--- src/rtl/load_hazard_scoreboard_pkg.sv ---
// Shared pipeline constants for the ID-stage load hazard scoreboard.
// Also provides the x0 test used by every register-index check.
package load_hazard_scoreboard_pkg;

   localparam int REG_AW = 5;
   localparam int NREGS  = 32;
   localparam logic [REG_AW-1:0] REG_X0 = 5'd0;

   function automatic logic is_x0(input logic [REG_AW-1:0] idx);
      return (idx == REG_X0);
   endfunction

endpackage

--- src/rtl/load_hazard_scoreboard_bits.sv ---
// Per-register pending-load flags: one set port, two clear ports, two read ports.
// x0 is hard-wired to not pending.
module load_hazard_scoreboard_bits
   import load_hazard_scoreboard_pkg::*;
(
   input  logic              clk_i,
   input  logic              arst_i,
   input  logic              set_i,
   input  logic [REG_AW-1:0] set_idx_i,
   input  logic              clr_i,
   input  logic [REG_AW-1:0] clr_idx_i,
   input  logic              clr2_i,
   input  logic [REG_AW-1:0] clr2_idx_i,
   input  logic [REG_AW-1:0] rd_a_idx_i,
   output logic              rd_a_o,
   input  logic [REG_AW-1:0] rd_b_idx_i,
   output logic              rd_b_o,
   output logic [NREGS-1:0]  pending_o
);

   logic [NREGS-1:0] pending_d;
   logic [NREGS-1:0] pending_q;

   // Next-state flags; a set wins over a clear on the same register.
   always_comb begin
      pending_d = pending_q;
      for (int i = 1; i < NREGS; i++) begin
         if (set_i && (set_idx_i == i[REG_AW-1:0])) begin
            pending_d[i] = 1'b1;
         end else if ((clr_i && (clr_idx_i == i[REG_AW-1:0])) ||
                      (clr2_i && (clr2_idx_i == i[REG_AW-1:0]))) begin
            pending_d[i] = 1'b0;
         end else begin
            pending_d[i] = pending_q[i];
         end
      end
      pending_d[0] = 1'b0;
   end

   // Pending flag storage.
   always_ff @(posedge clk_i or posedge arst_i) begin
      if (arst_i) begin
         pending_q <= {NREGS{1'b0}};
      end else begin
         pending_q <= pending_d;
      end
   end

   assign rd_a_o    = pending_q[rd_a_idx_i];
   assign rd_b_o    = pending_q[rd_b_idx_i];
   assign pending_o = pending_q;

endmodule

--- src/rtl/load_hazard_scoreboard.sv ---
// ID-stage load-use / WAW / capacity hazard detector with in-flight load tracking.
// Hazards look only at registered state; a same-cycle load return is not bypassed.
module load_hazard_scoreboard
   import load_hazard_scoreboard_pkg::*;
#(
   parameter int MAX_OUTSTANDING = 2,
   parameter int CNT_W           = 2
)(
   input  logic              clk_i,
   input  logic              arst_i,
   input  logic              id_valid_i,
   input  logic [REG_AW-1:0] id_rs1_i,
   input  logic [REG_AW-1:0] id_rs2_i,
   input  logic              id_uses_rs1_i,
   input  logic              id_uses_rs2_i,
   input  logic [REG_AW-1:0] id_rd_i,
   input  logic              id_regwrite_i,
   input  logic              id_memread_i,
   input  logic              flush_i,
   input  logic              mem_done_i,
   input  logic [REG_AW-1:0] mem_done_rd_i,
   output logic              pc_write_o,
   output logic              ifid_write_o,
   output logic              idex_bubble_o,
   output logic [CNT_W-1:0]  outstanding_o,
   output logic              err_o
);

   logic [NREGS-1:0]  pending_s;
   logic              rs1_pend_s;
   logic              rs2_pend_s;
   logic              ld_s;
   logic              raw_s;
   logic              waw_s;
   logic              cap_s;
   logic              stall_s;
   logic              issue_s;
   logic              cmp_req_s;
   logic              cmp_ok_s;
   logic              cmp_bad_s;
   logic              fl_clr_s;
   logic              fl_dec_s;
   logic              underflow_s;
   logic [CNT_W:0]    cnt_up_s;
   logic [CNT_W:0]    dec_s;

   logic [CNT_W-1:0]  outstanding_d, outstanding_q;
   logic              err_d, err_q;
   logic              ex_load_vld_d, ex_load_vld_q;
   logic [REG_AW-1:0] ex_load_rd_d, ex_load_rd_q;

   load_hazard_scoreboard_bits u_bits (
      .clk_i      (clk_i),
      .arst_i     (arst_i),
      .set_i      (issue_s),
      .set_idx_i  (id_rd_i),
      .clr_i      (cmp_ok_s),
      .clr_idx_i  (mem_done_rd_i),
      .clr2_i     (fl_clr_s),
      .clr2_idx_i (ex_load_rd_q),
      .rd_a_idx_i (id_rs1_i),
      .rd_a_o     (rs1_pend_s),
      .rd_b_idx_i (id_rs2_i),
      .rd_b_o     (rs2_pend_s),
      .pending_o  (pending_s)
   );

   assign ld_s  = id_memread_i & id_regwrite_i & ~is_x0(id_rd_i);
   assign raw_s = id_valid_i & ((id_uses_rs1_i & ~is_x0(id_rs1_i) & rs1_pend_s) |
                                (id_uses_rs2_i & ~is_x0(id_rs2_i) & rs2_pend_s));
   assign waw_s = id_valid_i & ld_s & pending_s[id_rd_i];
   assign cap_s = id_valid_i & ld_s & (outstanding_q == CNT_W'(MAX_OUTSTANDING));

   // Reset forces the pipeline-control outputs to their run values.
   assign stall_s       = (raw_s | waw_s | cap_s) & ~flush_i & ~arst_i;
   assign pc_write_o    = ~stall_s;
   assign ifid_write_o  = ~stall_s;
   assign idex_bubble_o = (stall_s | flush_i) & ~arst_i;

   assign issue_s   = id_valid_i & ld_s & ~stall_s & ~flush_i;
   assign cmp_req_s = mem_done_i & ~is_x0(mem_done_rd_i);
   assign cmp_ok_s  = cmp_req_s & pending_s[mem_done_rd_i];
   assign cmp_bad_s = cmp_req_s & ~pending_s[mem_done_rd_i];
   assign fl_clr_s  = flush_i & ex_load_vld_q & pending_s[ex_load_rd_q];
   // A squashed load that also returns this cycle is only retired once.
   assign fl_dec_s  = fl_clr_s & ~(cmp_ok_s & (mem_done_rd_i == ex_load_rd_q));

   // Outstanding-count and error next state; the counter saturates at zero.
   always_comb begin
      cnt_up_s = {1'b0, outstanding_q} + {{CNT_W{1'b0}}, issue_s};
      dec_s    = {{CNT_W{1'b0}}, cmp_ok_s} + {{CNT_W{1'b0}}, fl_dec_s};
      if (dec_s > cnt_up_s) begin
         outstanding_d = {CNT_W{1'b0}};
         underflow_s   = 1'b1;
      end else begin
         outstanding_d = CNT_W'(cnt_up_s - dec_s);
         underflow_s   = 1'b0;
      end
      err_d         = err_q | cmp_bad_s | underflow_s;
      ex_load_vld_d = issue_s;
      if (issue_s) begin
         ex_load_rd_d = id_rd_i;
      end else begin
         ex_load_rd_d = ex_load_rd_q;
      end
   end

   // Tracking state registers.
   always_ff @(posedge clk_i or posedge arst_i) begin
      if (arst_i) begin
         outstanding_q <= {CNT_W{1'b0}};
         err_q         <= 1'b0;
         ex_load_vld_q <= 1'b0;
         ex_load_rd_q  <= REG_X0;
      end else begin
         outstanding_q <= outstanding_d;
         err_q         <= err_d;
         ex_load_vld_q <= ex_load_vld_d;
         ex_load_rd_q  <= ex_load_rd_d;
      end
   end

   assign outstanding_o = outstanding_q;
   assign err_o         = err_q;

endmodule

--- config.mk ---
export PLATFORM = sky130hd
export DESIGN_NAME = load_hazard_scoreboard
export DESIGN_NICKNAME = d
export VERILOG_FILES = /design/src/rtl/load_hazard_scoreboard_pkg.sv /design/src/rtl/load_hazard_scoreboard_bits.sv /design/src/rtl/load_hazard_scoreboard.sv
export SDC_FILE = /design/constraint.sdc
export NUM_CORES = 1
export LEC_CHECK = 0
export ABC_AREA = 1
export BUFFER_PORTS_ARGS = -buffer_cell sky130_fd_sc_hd__buf_2
export CAP_MARGIN = 5
export CORE_MARGIN = 2
export CORE_UTILIZATION = 47
export DETAILED_ROUTE_END_ITERATION = 12
export HOLD_SLACK_MARGIN = 0.02
export PLACE_DENSITY = 0.65
export REMOVE_ABC_BUFFERS = 1
export SYNTH_ARGS = -nofsm -noshare
export SYNTH_HDL_FRONTEND = slang
export SYNTH_SLANG_ARGS = --single-unit
--- constraint.sdc ---
create_clock -name clk_i -period 2.8 [get_ports clk_i]
set_input_delay 0.42 -clock clk_i [delete_from_list [all_inputs] [get_ports clk_i]]
set_output_delay 0.42 -clock clk_i [all_outputs]
set_load 0.02 [all_outputs]
======== Yosys cells after proc, flatten, opt, wreduce, memory -nomap -nowiden ========
Cells that the tools add are included.
word-level totals
  register bits after elaboration ......... 40
  bits in latches ......................... 0
  memory bits (writable) .................. 0
  ROM bits ................................ 0
  input bits .............................. 29
  word-level logic and storage cells ...... 409
  memories ................................ 0
operators by class
  $add $sub $neg .......................... 3
  multiply operators ...................... 0
  divide/modulo/power cells ............... 0
  $lt $le $gt $ge ......................... 6
  eq/ne operators ......................... 95
  shift operators ......................... 0
  multiplexer cells ....................... 74
  bitwise gates (word level) .............. 37
  reduce and logical (&&, ||, !) cells .... 159
operator list
  kind                  number
  $eq A5 B5 Y1 const B  48
  $eq A5 B4 Y1 const B  24
  $logic_and A1 B1 Y1   93
  $mux W1               68
  $reduce_bool A2 Y1    31
  $eq A5 B3 Y1 const B  12
  $logic_or A1 B1 Y1    31
  $eq A5 B2 Y1 const B  6
  $lt A5 B6 Y1 const B  5
  $bmux W1 S5           5
  $and A1 B1 Y1         22
  $logic_not A5 Y1      4
  $eq A5 B1 Y1 const B  3
  $not A1 Y1            9
  $or A1 B1 Y1          6
  $eq A5 B5 Y1          1
  $add A2 B1 Y3         1
  $gt A2 B3 Y1          1
  $add A1 B1 Y2         1
  $eq A2 B2 Y1 const B  1
  $mux W2               1
  $sub A2 B2 Y2         1

======== Depth between registers and ports, before layout ========
  word-level depth ........................ 17
  depth in mapped cells ................... 26

======== By module ========
From an unflattened synthesis, not the netlist that was laid out.
unflattened totals
  cell total of the unflattened synthesis .. 707
  area total of the unflattened synthesis .. 4181.5 µm²
modules (own cells, without submodules)
  module                       instances  cells an instance  area an instance (µm²)  seq. area each (µm²)
  load_hazard_scoreboard_bits  1          409                2511.2                  775.7
  load_hazard_scoreboard       1          298                1670.4                  225.2

======== Worst setup path after synthesis ========
No wires, ideal clock.
  path type ............................... input to register
  start ................................... in id_rd_i[0]
  end ..................................... reg outstanding_q[1], in the netlist outstanding_o[1]
  setup time .............................. 0.113 ns
  arrival ................................. 2.781 ns
  data required time ...................... 2.687 ns
  setup slack ............................. -0.094 ns
  stages on the path ...................... 26
  cell sequence ........................... buf_2 -> nand2_2 -> inv_2 -> nand2_1 -> o21ai_0 -> nor2_1 -> nor2_1 -> nor2_1 -> nand2_1 -> nand2_1 -> nand2_1 -> nand2_1 -> nand2_1 -> nand2_1 -> buf_4 -> nand3_2 -> inv_1 -> ha_1 -> ha_1 -> inv_1 -> ha_1 -> a21oi_1 -> nor2_1 -> nand2_1 -> nand2_1 -> inv_1
on the way
  longest elaborated chain between the ends .. 15
  elaborated cells between the ends (all ways) .. 19
  those cells by class .................... 2 x add/sub; 1 x order compare; 3 x mux; 12 x bitwise; 1 x reduce/logical
RTL lines
  what                                                                  RTL line                                                    source
  from (decl)                                                           load_hazard_scoreboard.sv:16                                input logic [REG_AW-1:0] id_rd_i,
  parallel branches: the longest is 10 deep, another holds $bmux W1 S5  -
  $and A1 B1 Y1 (*) (2 in a row)                                        load_hazard_scoreboard.sv:80                                assign issue_s = id_valid_i & ld_s & ~stall_s & ~flush_i;
  named net ex_load_vld_d                                               load_hazard_scoreboard.sv:49                                logic ex_load_vld_d, ex_load_vld_q;
  $add A2 B1 Y3 (*)                                                     load_hazard_scoreboard.sv:90                                cnt_up_s = {1'b0, outstanding_q} + {{CNT_W{1'b0}}, issue_s};
  $gt A2 B3 Y1 / $sub A2 B2 Y2 (equally long branches)                  load_hazard_scoreboard.sv:92, load_hazard_scoreboard.sv:96
  $mux W2 (*)                                                           load_hazard_scoreboard.sv:92                                if (dec_s > cnt_up_s) begin
  named net outstanding_d[1]                                            load_hazard_scoreboard.sv:47                                logic [CNT_W-1:0] outstanding_d, outstanding_q;
  to (signal assigned)                                                  load_hazard_scoreboard.sv:111                               outstanding_q <= {CNT_W{1'b0}};
  to (signal assigned)                                                  load_hazard_scoreboard.sv:116                               outstanding_q <= outstanding_d;
  to (decl)                                                             load_hazard_scoreboard.sv:47
Mark *: on every way through the listed nets, which the timed path passes. The select of a mux whose other input is x is not followed.
A chain may end at the register's enable or synchronous reset.

======== Worst setup path in the final report ========
  start ................................... reg u_bits.pending_q[3], in the netlist u_bits.pending_o[3]
  end ..................................... reg outstanding_q[1], in the netlist outstanding_o[1]
on the way
  longest elaborated chain between the ends .. 15
  elaborated cells between the ends (all ways) .. 32
  those cells by class .................... 3 x add/sub; 1 x order compare; 11 x mux; 17 x bitwise
RTL lines
  what                                                  RTL line                                                              source
  from (decl)                                           load_hazard_scoreboard_bits.sv:22                                     logic [NREGS-1:0] pending_q;
  from (signal assigned)                                load_hazard_scoreboard_bits.sv:43                                     pending_q <= {NREGS{1'b0}};
  from (signal assigned)                                load_hazard_scoreboard_bits.sv:45                                     pending_q <= pending_d;
  $bmux W1 S5, on equally long branches                 load_hazard_scoreboard_bits.sv:49, load_hazard_scoreboard_bits.sv:50
  $mux W1, on equally long branches                     load_hazard_scoreboard_bits.sv:49, load_hazard_scoreboard_bits.sv:50
  $and A1 B1 Y1, on equally long branches               load_hazard_scoreboard.sv:69, load_hazard_scoreboard.sv:70
  $or A1 B1 Y1                                          load_hazard_scoreboard.sv:69                                          assign raw_s = id_valid_i & ((id_uses_rs1_i & ~is_x0(id_rs1_i) & rs1_pend_s) |
  $and A1 B1 Y1                                         load_hazard_scoreboard.sv:69
  $or A1 B1 Y1 (*) (2 in a row)                         load_hazard_scoreboard.sv:75                                          assign stall_s = (raw_s | waw_s | cap_s) & ~flush_i & ~arst_i;
  $and A1 B1 Y1 (*) (2 in a row)                        load_hazard_scoreboard.sv:75
  $not A1 Y1 (*)                                        load_hazard_scoreboard.sv:80
  $and A1 B1 Y1 (*) (2 in a row)                        load_hazard_scoreboard.sv:80
  named net ex_load_vld_d                               load_hazard_scoreboard.sv:49
  $add A2 B1 Y3 (*)                                     load_hazard_scoreboard.sv:90
  $gt A2 B3 Y1 / $sub A2 B2 Y2 (equally long branches)  load_hazard_scoreboard.sv:92, load_hazard_scoreboard.sv:96
  $mux W2 (*)                                           load_hazard_scoreboard.sv:92
  named net outstanding_d[1]                            load_hazard_scoreboard.sv:47
The timed path passes the listed nets; every way through them passes the cells marked *. The select of a mux whose other input is x is not followed.

==> metrics.md <==
| Metric | Value |
|---|---|
| Outcome | `finished, final reports clean` |
| Gp weighted congestion | `roughly 1.0` |
| Grt total ovfl | `0` |
| Routed WL per cell | `roughly 20 µm` |
| Worst Hold Class | `input port to asynchronous set/reset pin` |
| Final hold violations | `0` |
| First-pass GRT wire length | `30200 µm` |
| Worst path cell trace | `inv_1 -> nand2_1 -> nand3_1 -> nand2_1 -> nand2_1 -> nand2_1 -> nor2_1 -> nand2_1 -> nand3_1 -> nand2_2 -> nand2_1 -> nand2_2 -> nand2_4 -> nand3_4 -> inv_2 -> ha_4 -> ha_4 -> inv_2 -> ha_4 -> a21oi_2 -> nor2_2 -> nand2_1 -> nand2_1 -> inv_1` |
| Most numerous cell in the Yosys netlist | `nand2_1` |
| Fin Hold WS | `0.371 ns` |
| Critical path capture point type | `flop` |
| Routed WL | `19800 µm` |
| Rel. slew slack | `0.317` |
| Clock Path Buffers | `2` |
| Most used flip-flop cell after synthesis | `dfrtp_1` |
| Initial DRC Count | `824` |
| Number of max-cap violations | `0` |
| Pwr Density | `422 nW/µm²` |
| Fin worst setup slack | `roughly 0.055 ns` |
| Final worst-path cycle share | `0.980` |
| Number of CTS-inserted buffers | `5` |
| IO buf count | `34` |
| Slew Viols, Final | `0` |
| Crit path arrival time | `2.96 ns` |
| Pleak | `2.77 nW` |
| Final #Nets | `911` |
| Top cell type's share of synthesized area | `0.229` |
| I/O pins | `35` |
| Synth unique cells | `31` |
| Standard-cell rows | `35` |
| Ratio of cells with drive above 1 in the final layout | `0.233` |
| Clock Pin Slew Worst Setup and Hold Paths | `0.09 ns` |
| Height of the die | `just over 100 µm` |
| DR vias/cell | `around 6.1` |
| Crit Path Class | `flop to flop` |
| Vias in the first global route | `5556` |
| Seq/Total Area, Yosys | `0.229` |
| Reg2reg setup slack | `0.06 ns` |
| Clock latency on the worst-skew pair | `between 0.3 and 0.4 ns` |
| Routed Antenna Nets | `0` |
| Yosys warning total | `0` |
| Critical Path Fanout Max | `4` |
| Setup violators final | `0` |
| Post-Syn Area | `roughly 4400 µm²` |
| H-tree depth | `2` |
| Largest net degree at the start of global routing | `40` |
| FFs w/ async S/R, synth | `1.00` |
| Type of origin of the critical path | `flop` |
| Post-synth top cells | `195 x nand2_1, 120 x nand3_1, 115 x nor2_1` |
| Ant diodes | `0` |
| Vias | `6031` |
| Critical path's top delay family | `simple AND/OR/NAND/NOR gates` |
| Clock sink total | `40` |
| Core area | `9150 µm²` |
| TritonRoute pass-1 iters | `6` |
| DIE AREA | `10100 µm²` |
| EDFF count, synth | `0` |
| Final Skew | `~0.01 ns` |
| FILL cells | `930` |
| Clk root buf | `clkbuf_8` |
| Fmax | `364 MHz` |
| Crit-path most repeated cell | `nand2_1` |
| Syn-to-layout area delta | `26.5%` |
| Largest area contributor in the netlist | `dfrtp_1` |
| Flops & latches, synth | `40` |
| Initial antenna violation count | `0` |
| Synth top area cells | `dfrtp_1 23%, nand2_1 17%, nand3_1 14%` |
| Dpl hpwl | `14900 µm` |
| Syn Area/Cell | `5.68 µm²` |
| Initial Utilization | `0.478` |
| Max stage delay on crit path | `approximately 0.39 ns` |
| DIE WIDTH | `101 µm` |
| VDD IR-drop max | `0.000325 V` |
| GR Util All Layers | `0.393` |
| TritonCTS clock tree | `done` |
| Period minus WS final | `between 2 and 3 ns` |
| Req. time, crit path | `3.02 ns` |
| Pre-CTS setup slack | `-0.324 ns` |
| CP bufs+invs | `4` |
| Worst Tran Pin Value | `1.02 ns` |
| RSZ-0062 raised after global routing | `yes` |
| Post-route DRC violation count | `0` |
| Cells after Synth | `771` |
| Worst-path cell with the longest stage delay | `dfrtp_1` |
==> flip-flops by register name, indices dropped and copies added (netlist names) <==
register and flops:
err_o 1, ex_load_rd_q 5, ex_load_vld_q 1, outstanding_o 2
u_bits.pending_o 31
==> layout by cell type, fill, tap and decap left out, types with 2 or more instances in the layout <==
cell type,n
ha_4,3
nand2_2,8
xnor2_1,3
inv_2,20
nand2_4,2
clkbuf_8,5
dfrtp_1,37
o22ai_1,27
buf_6,3
nand3_1,120
nor2_2,6
o211ai_1,7
clkinv_1,3
a21oi_1,10
a21boi_1,2
nand2_1,189
ha_1,3
nand4_1,43
a21oi_2,2
buf_4,105
nor2_1,111
buf_2,33
dfrtp_2,3
o2111ai_1,2
clkinvlp_4,3
o21ai_0,16
inv_1,61
nor3_1,16
o21ai_1,19
buf_12,3
==> worst reg2reg max path, cell delays in order, from the launching register on <==
cell and delay [ns]:
dfrtp_1 0.39, inv_1 0.14, nand2_1 0.09, nand3_1 0.07, nand2_1 0.07, nand2_1 0.07, nand2_1 0.07, nor2_1 0.04
nand2_1 0.07, nand3_1 0.09, nand2_2 0.13, nand2_1 0.08, nand2_2 0.10, nand2_4 0.08, nand3_4 0.08, inv_2 0.05
ha_4 0.16, ha_4 0.26, inv_2 0.04, ha_4 0.27, a21oi_2 0.05, nor2_2 0.11, nand2_1 0.07, nand2_1 0.05
inv_1 0.03
==> final cells by class <==
cell class              instances  area, µm²  area share
multi-input cells             598       2910       0.526
repair buffers                145       1070       0.193
flip-flops and latches         40       1000       0.181
inverters                      85        323      0.0583
well taps                     111        139      0.0251
clock buffers                   5       68.8      0.0124
clock inverters                 2       12.5     0.00226
repair inverters                1       7.51     0.00135
==> through the flow <==
stage,utilization,instances,total power [mW],area [µm²],setup TNS [ns]
after floorplan,-,723,1.27,4130,-6.50
after global placement,0.577,976,1.82,5280,-1.07
after detailed placement,0.577,976,1.83,5280,-1.09
after CTS,0.587,983,2.23,5370,0
after global routing,0.605,987,2.46,5540,-0.215
final,0.605,987,2.34,5540,0
==> path summary, 6_finish.rpt <==
check                                  endpoint                start  depth (start not counted)
setup / recovery               outstanding_o[1]  u_bits.pending_o[3]                         24
hold / removal                    ex_load_vld_q               arst_i                          2
setup reg to reg               outstanding_o[1]  u_bits.pending_o[3]                         24
hold reg to reg                           err_o                err_o                          2
max in group asynchronous  u_bits.pending_o[15]               arst_i                          3
min in group clk_i              ex_load_rd_q[3]           id_rd_i[3]                          3
==> cell families after synthesis <==
group,share of synthesized area
xor gates and xnor gates,0.00600
DFF,0.229
AOI/OAI and AO/OA,0.119
and+or+nand+nor,0.500
adders and majority gates,0.0171
buffers and inverters,0.130
==> routing by layer <==
layer,GRT usage,wire [µm],vias to the layer above
met4,0.151,994,0
met5,0,0,-
met2,0.631,8730,417
met3,0.0811,2410,87
met1,0.520,7680,2751
li1,-,-,2776
==> report_power, final <==
group	leakage, nW	switching (mW)	total (mW)	internal (mW)
clock network	0.0400	0.237	0.406	0.169
logic	2.24	0.754	1.20	0.443
registers	0.490	0.0756	0.734	0.659
==> repair_timing <==
item                                    in CTS  in global routing
gates resized for setup                      5                 46
buffers inserted                             0                  2
gates cloned                                 0                  2
endpoints found under the setup margin       5                  6
pin swaps                                    0                 12
hold buffers                                 0                  0
(Power assumes the default switching activity.)
